===== config.mk =====
export PLATFORM = sky130hd
export DESIGN_NAME = ram_arbiter
export DESIGN_NICKNAME = d
export VERILOG_FILES = /design/src/rtl/ram_arbiter.sv
export SDC_FILE = /design/constraint.sdc
export NUM_CORES = 1
export LEC_CHECK = 0
export ABC_AREA = 1
export CORE_MARGIN = 2
export CORE_UTILIZATION = 60
export CTS_CLUSTER_SIZE = 28
export DETAILED_ROUTE_END_ITERATION = 7
export DONT_BUFFER_PORTS = 1
export PLACE_DENSITY_LB_ADDON = 0.08
export SLEW_MARGIN = 20
export SYNTH_ARGS = -nofsm -noshare
export SYNTH_HDL_FRONTEND = slang
export SYNTH_SLANG_ARGS = --single-unit

===== constraint.sdc =====
create_clock -name clk -period 4.01 [get_ports clk]
set_clock_uncertainty 0.2 [all_clocks]
set_input_delay 0.6015 -clock clk [delete_from_list [all_inputs] [get_ports clk]]
set_output_delay 0.6015 -clock clk [all_outputs]
set_load 0.05 [all_outputs]

===== src/rtl/ram_arbiter.sv =====
// Round-robin arbiter owning a 2**ADDR_W x DATA_W RAM, shared between CPU and host.
// Define MEM_ARB_LOCK_EN to build the host lock (LOCK / LOCK_WAIT states and lock counter).
module ram_arbiter #(
  parameter int unsigned ADDR_W   = 4,
  parameter int unsigned DATA_W   = 8,
  parameter int unsigned MAX_LOCK = 8
) (
  input  logic              clk,
  input  logic              reset,
  input  logic              c_req,
  input  logic              c_we,
  input  logic [ADDR_W-1:0] c_addr,
  input  logic [DATA_W-1:0] c_wdata,
  output logic              c_gnt,
  output logic [DATA_W-1:0] c_rdata,
  output logic              c_rvalid,
  input  logic              h_req,
  input  logic              h_we,
  input  logic [ADDR_W-1:0] h_addr,
  input  logic [DATA_W-1:0] h_wdata,
  input  logic              h_lock,
  output logic              h_gnt,
  output logic [DATA_W-1:0] h_rdata,
  output logic              h_rvalid,
  output logic              owner,
  output logic              locked
);

  localparam int unsigned DEPTH = 1 << ADDR_W;

  typedef enum logic [1:0] {
    ARB,
    LOCK,
    LOCK_WAIT
  } state_t;

  state_t state, state_nx;

  logic [DATA_W-1:0] mem [DEPTH];
  logic c_win, h_win;

  // Grant decision is combinational; nothing is granted while reset is held.
  always_comb begin
    c_win = 1'b0;
    h_win = 1'b0;
    if (!reset) begin
      if (state == LOCK) begin
        h_win = h_req;
      end else if (c_req && h_req) begin
        c_win = owner;
        h_win = !owner;
      end else begin
        c_win = c_req;
        h_win = h_req;
      end
    end
  end

  assign c_gnt = c_win;
  assign h_gnt = h_win;

`ifdef MEM_ARB_LOCK_EN
  localparam logic [7:0] MAX_CNT = MAX_LOCK[7:0];

  logic [7:0] lock_cnt, lock_cnt_nx, lock_cnt_inc;

  assign lock_cnt_inc = (lock_cnt == MAX_CNT) ? lock_cnt : lock_cnt + 8'd1;

  always_comb begin
    state_nx    = state;
    lock_cnt_nx = lock_cnt;
    unique case (state)
      ARB: begin
        lock_cnt_nx = '0;
        if (h_win && h_lock) begin
          lock_cnt_nx = 8'd1;
          state_nx    = (MAX_CNT <= 8'd1) ? LOCK_WAIT : LOCK;
        end
      end
      LOCK: begin
        if (!h_lock) begin
          state_nx = ARB;
        end else if (h_win) begin
          lock_cnt_nx = lock_cnt_inc;
          if (lock_cnt_inc == MAX_CNT) state_nx = LOCK_WAIT;
        end
      end
      LOCK_WAIT: begin
        if (!h_lock) state_nx = ARB;
      end
      default: begin
        state_nx    = ARB;
        lock_cnt_nx = '0;
      end
    endcase
  end

  always_ff @(posedge clk) begin
    if (reset) lock_cnt <= '0;
    else       lock_cnt <= lock_cnt_nx;
  end

  assign locked = (state == LOCK);
`else
  logic unused_lock;

  assign unused_lock = h_lock;

  always_comb begin
    state_nx = ARB;
  end

  assign locked = 1'b0;
`endif

  always_ff @(posedge clk) begin
    if (reset) begin
      state    <= ARB;
      owner    <= 1'b1;
      c_rdata  <= '0;
      c_rvalid <= 1'b0;
      h_rdata  <= '0;
      h_rvalid <= 1'b0;
    end else begin
      state    <= state_nx;
      c_rvalid <= c_win && !c_we;
      h_rvalid <= h_win && !h_we;
      if (c_win)            owner   <= 1'b0;
      else if (h_win)       owner   <= 1'b1;
      if (c_win && !c_we)   c_rdata <= mem[c_addr];
      if (h_win && !h_we)   h_rdata <= mem[h_addr];
    end
  end

  // RAM contents survive reset; grants are already gated by reset.
  always_ff @(posedge clk) begin
    if (c_win && c_we)      mem[c_addr] <= c_wdata;
    else if (h_win && h_we) mem[h_addr] <= h_wdata;
  end

endmodule


# Yosys cells after proc, flatten, opt, wreduce, memory -nomap -nowiden
# Memories as Yosys holds them, arrays and structs flattened. A register that Yosys moved wholly into a read port is not among the register bits.
# Cells that the tools add are included.
# word_totals
register_bits	3
ram_bits	128
in_bits	31
output_inout_bits	22
wordCells	28
n_memories	1
# op_classes
n_mux	14
reduce_logical	10
# memory_table
name	words	width	read_ports	rd_ports_with_merged_regs	write_ports	line	text
mem	16	8	2	2	1	39	logic [DATA_W-1:0] mem [DEPTH];
# ops
op	n
two-way mux 1 bit	12
two-way mux 8 bit	1
OR reduction 8 bit	1
logical AND 1 bit	5
two-way mux 4 bit	1
zero test 1 bit	3
nonzero test 2 bit	1

# Depth between registers and ports, before layout
# depth
depth_word	9
ltp_mapped	11
mapped_depth_nobuf	8

# Worst setup path before layout
# No wires, ideal clock.
# synth_path
kind	register -> register
start	reg owner
end	mem mem[10][0] (enable)
setup_ns	0.370
arrival_time_ns	2.024
t_required_ns	3.440
setup_slack_ns	1.416
stages_incl_launch_ff	9
path_buffers	0
period_less_slack_ns	2.594
path_cell_list	dfxtp_1 -> inv_1 -> nand2_1 -> nand3_1 -> inv_1 -> nand2_1 -> nand2_1 -> nand3_2 -> nor2_1
# synth_via
word_cells_on_any_way	15
cone_classes	11 x mux; 4 x reduce/logical
# synth_rtl
item	line	text
from (decl)	25	output logic owner,
from (signal assigned)	119	owner <= 1'b1;
from (signal assigned)	128	if (c_win) owner <= 1'b0;
from (signal assigned)	129	else if (h_win) owner <= 1'b1;
two-way mux 1 bit *	49	end else if (c_req && h_req) begin
two-way mux 1 bit *	46	if (!reset) begin
via c_gnt	14	output logic c_gnt,
logical AND 1 bit *	137	if (c_win && c_we) mem[c_addr] <= c_wdata;
two-way mux 1 bit	137	
two-way mux 1 bit (not written as such)	138	else if (h_win && h_we) mem[h_addr] <= h_wdata;
OR reduction 8 bit (no line)	n/a	
two-way mux 4 bit (no line) / two-way mux 1 bit (equally long branches)	n/a	
to (decl)	39	
# The timed path passes the listed nets; every way through them passes the cells marked *.

# Worst setup path in the final report
# layout_path
start	reg owner
end	mem mem[12][3] (enable)
# The elaborated chain is that of the path after synthesis.

==> reports/metrics.yaml <==
clocking:
  clock_sinks: 147
  cts_tree: "yes"
  cts_hold_repair.buffers: 0
  postCtsResizedCells: 0
  htreeDepth: 4
  clk_pin_slew_ns: 0.06
  postCtsSetupRepairBufs: 0
  numCtsBuffers: 17
  cts-root-buf: "clkbuf_16"
  clk_path_buf_depth: 2
  clock_latency_ns: 0.43
place:
  port_buffers: 0
  placed_cell_area_um2: 7740
  routabilityCongestion: 0.915
  dp.final_hpwl_um: 13400
global_route:
  grt_max_degree: 83
  grt_overflow: 0
  grt_pass1_vias: 6252
  grt_pass1_wl_um: 33600
  antenna_found_initial: 0
  grt_usage_pct: 32.1
sta:
  setup_viol: 0
  layout_min_cycle_time_ns: 3.30
  finalCritPeriodShare_pct: 82.4
  slew_violations: 0
  hold_viol_final: 0
  fmax_mhz: 303
  relSlewSlack_pct: 32.7
  rsz0062_at_grt: "false"
  worst_slew_pin_slew_ns: 1.01
  fin_tns_setup_ns: 0
worst_setup_path:
  r2r_cells: 8
  crit_family: "simple AND/OR/NAND/NOR gates"
  worstPathCellList: "inv_1 -> nand2_1 -> nand3_1 -> inv_1 -> nand2_1 -> nand2_1 -> nand3_1 -> nor2_1"
  critPathBufInv: 2
  setup.worst_path.class: "flop to flop"
  end_kind: "flop"
  slowest_delay_ns: 0.70
  r2r-start: "owner$_SDFFE_PP1P_"
  required_ns: 3.86
  timing.rr.end: "mem[12][3]$_DFFE_PP_"
  crit_path_top_delay_cell: "nor2_1"
  cp_max_fo: 8
  start_kind: "flop"
  path_common_cell: "nand2_1"
  arrival_ns: 3.15
  regToRegSetupSlack_ns: 0.71
logic_synthesis:
  synth_fp_nets: 978
  syn_area_um2: 7720
  ys_seq_area_share_pct: 54.7
  ys_warn_count: 0
  ys_seq_elements: 147
  synth.avg_cell_area_um2: 8.16
  synth_cell_type_count: 22
  synthCells: 947
power_and_ir_drop:
  power.switching_uw: 885
  total_power_mw: 3.63
  pwr-share-seq_pct: 47.8
  leakagePower_nw: 3.70
  peakVddDrop_mv: 0.307
  switching_share_pct: 24.4
  power_density_nw_per_um2: 436
  p_int_mw: 2.75
  power_frac_clock_pct: 44.1
  power_frac_comb_pct: 8.1
finish:
  mostFrequentLayoutCell: "nand2_1"
  n_fill_cell: 1000
  n_antenna_cell: 0
  multi_input_area_um2: 2680
  areaGrowthSynthToFinish_pct: 7.91
  seq_area_um2: 4220
  final_area_um2: 8330
  drive_gt1_share_pct: 5.79
  nets: 951
  final_cell_mix: "nand2_1, nand3_1, inv_1, edfxtp_1, nor2_1"
die:
  core-area_um2: 12600
  die_height_um: 117
  io_pins: 53
  start_util_pct: 61.2
  num_rows: 41
  dieArea_um2: 13800
  die-width_um: 117
min_path:
  whs_path_depth: 1
  hold_end: "owner$_SDFFE_PP1P_"
  holdCritPathClass: "primary input to flop"
  min_from: "c_req"
detailed_routing:
  highest_layer: "met4"
  drc: 0
  detail_route.wirelength.met1_um: 8270
  drt_first_pass_iters: 8
  wire_per_inst_um: 20.0
  initialDrtViolationCount: 943
  dr_wl_met3_um: 3080
  dr_wl_met2_um: 9900
  postRouteAntennaNets: 0
  vias: 6625
  drt_wl_total_um: 22100
  viasPerCell: 6.00
run:
  maxCapViolCount: 0
outcome:
  outcome: "completed"
through the flow:
stage	setup WS [ns]	hold slack, ns	util [%]	cells
after CTS	0.760	0.0957	66.0	1105
after global routing	0.619	0.103	66.0	1105
after floorplan	1.42	0.468	-	947
after global placement	0.888	0.517	61.4	1073
after detailed placement	0.771	0.524	61.4	1073
final	0.706	0.0978	66.0	1105
state kept, by name, summed over array words and instances (netlist names):
| signal | flops |
|---|---|
| c_rdata | 8 |
| c_rvalid | 1 |
| h_rvalid | 1 |
| owner | 1 |
| mem | 128 |
| h_rdata | 8 |
power groups by stage:
stage               Combinational (mW)  Clock (mW)  Sequential [mW]
global route                     0.316        1.67             1.74
detailed placement               0.283           0             1.77
global placement                 0.273           0             1.77
finish                           0.293        1.60             1.73
CTS                              0.285        1.61             1.73
floorplan                        0.236           0             1.76
area by class of cell:
| type | count | area share [%] |
|---|---|---|
| Clock buffer | 18 | 5.15 |
| Clock inverter | 14 | 1.95 |
| Inverter | 150 | 6.77 |
| Multi-Input combinational cell | 596 | 32.1 |
| Sequential cell | 147 | 50.7 |
| Tap cell | 172 | 2.58 |
| Timing Repair Buffer | 8 | 0.721 |
metal layers:
layer | track usage, % | up-vias
met1 | 42.6 | 3006
li1 | - | 3007
met2 | 48.7 | 527
met3 | 9.40 | 85
met5 | 0 | -
met4 | 15.7 | 0
how the worst max path moves through the flow:
stage	cells past startpoint	from	slack, ns	to
2_1_floorplan	8	owner$_SDFFE_PP1P_	1.42	mem[10][0]$_DFFE_PP_
3_3_place_gp	8	owner$_SDFFE_PP1P_	0.89	mem[5][6]$_DFFE_PP_
3_5_place_dp	8	owner$_SDFFE_PP1P_	0.77	mem[12][1]$_DFFE_PP_
4_1_cts	8	owner$_SDFFE_PP1P_	0.76	mem[12][1]$_DFFE_PP_
5_1_grt	8	owner$_SDFFE_PP1P_	0.62	mem[12][1]$_DFFE_PP_
6_report	8	owner$_SDFFE_PP1P_	0.71	mem[12][3]$_DFFE_PP_
Yosys cell counts, drive strengths merged:
cell / instances / share of area [%]
clkinv: 3 / 0.16
dfxtp: 19 / 4.9
buf: 33 / 2.3
clkbuf: 21 / 1.0
inv: 147 / 7.1
nand3: 227 / 15
o21a: 8 / 0.78
conb: 1 / 0.049
o211ai: 17 / 1.7
edfxtp: 128 / 50
o21ai: 4 / 0.45
nand2: 310 / 15
nor2: 29 / 1.7
cell families after synthesis:
logic type	after synthesis	share of synthesized area, %
AO/OA/AOI/OAI	29	2.88
buffers and inverters	204	10.6
flip-flops	147	54.7
other	1	0.0486
AND/OR/NAND/NOR	566	31.8
No activity file was read; power rests on OpenSTA's default activity.
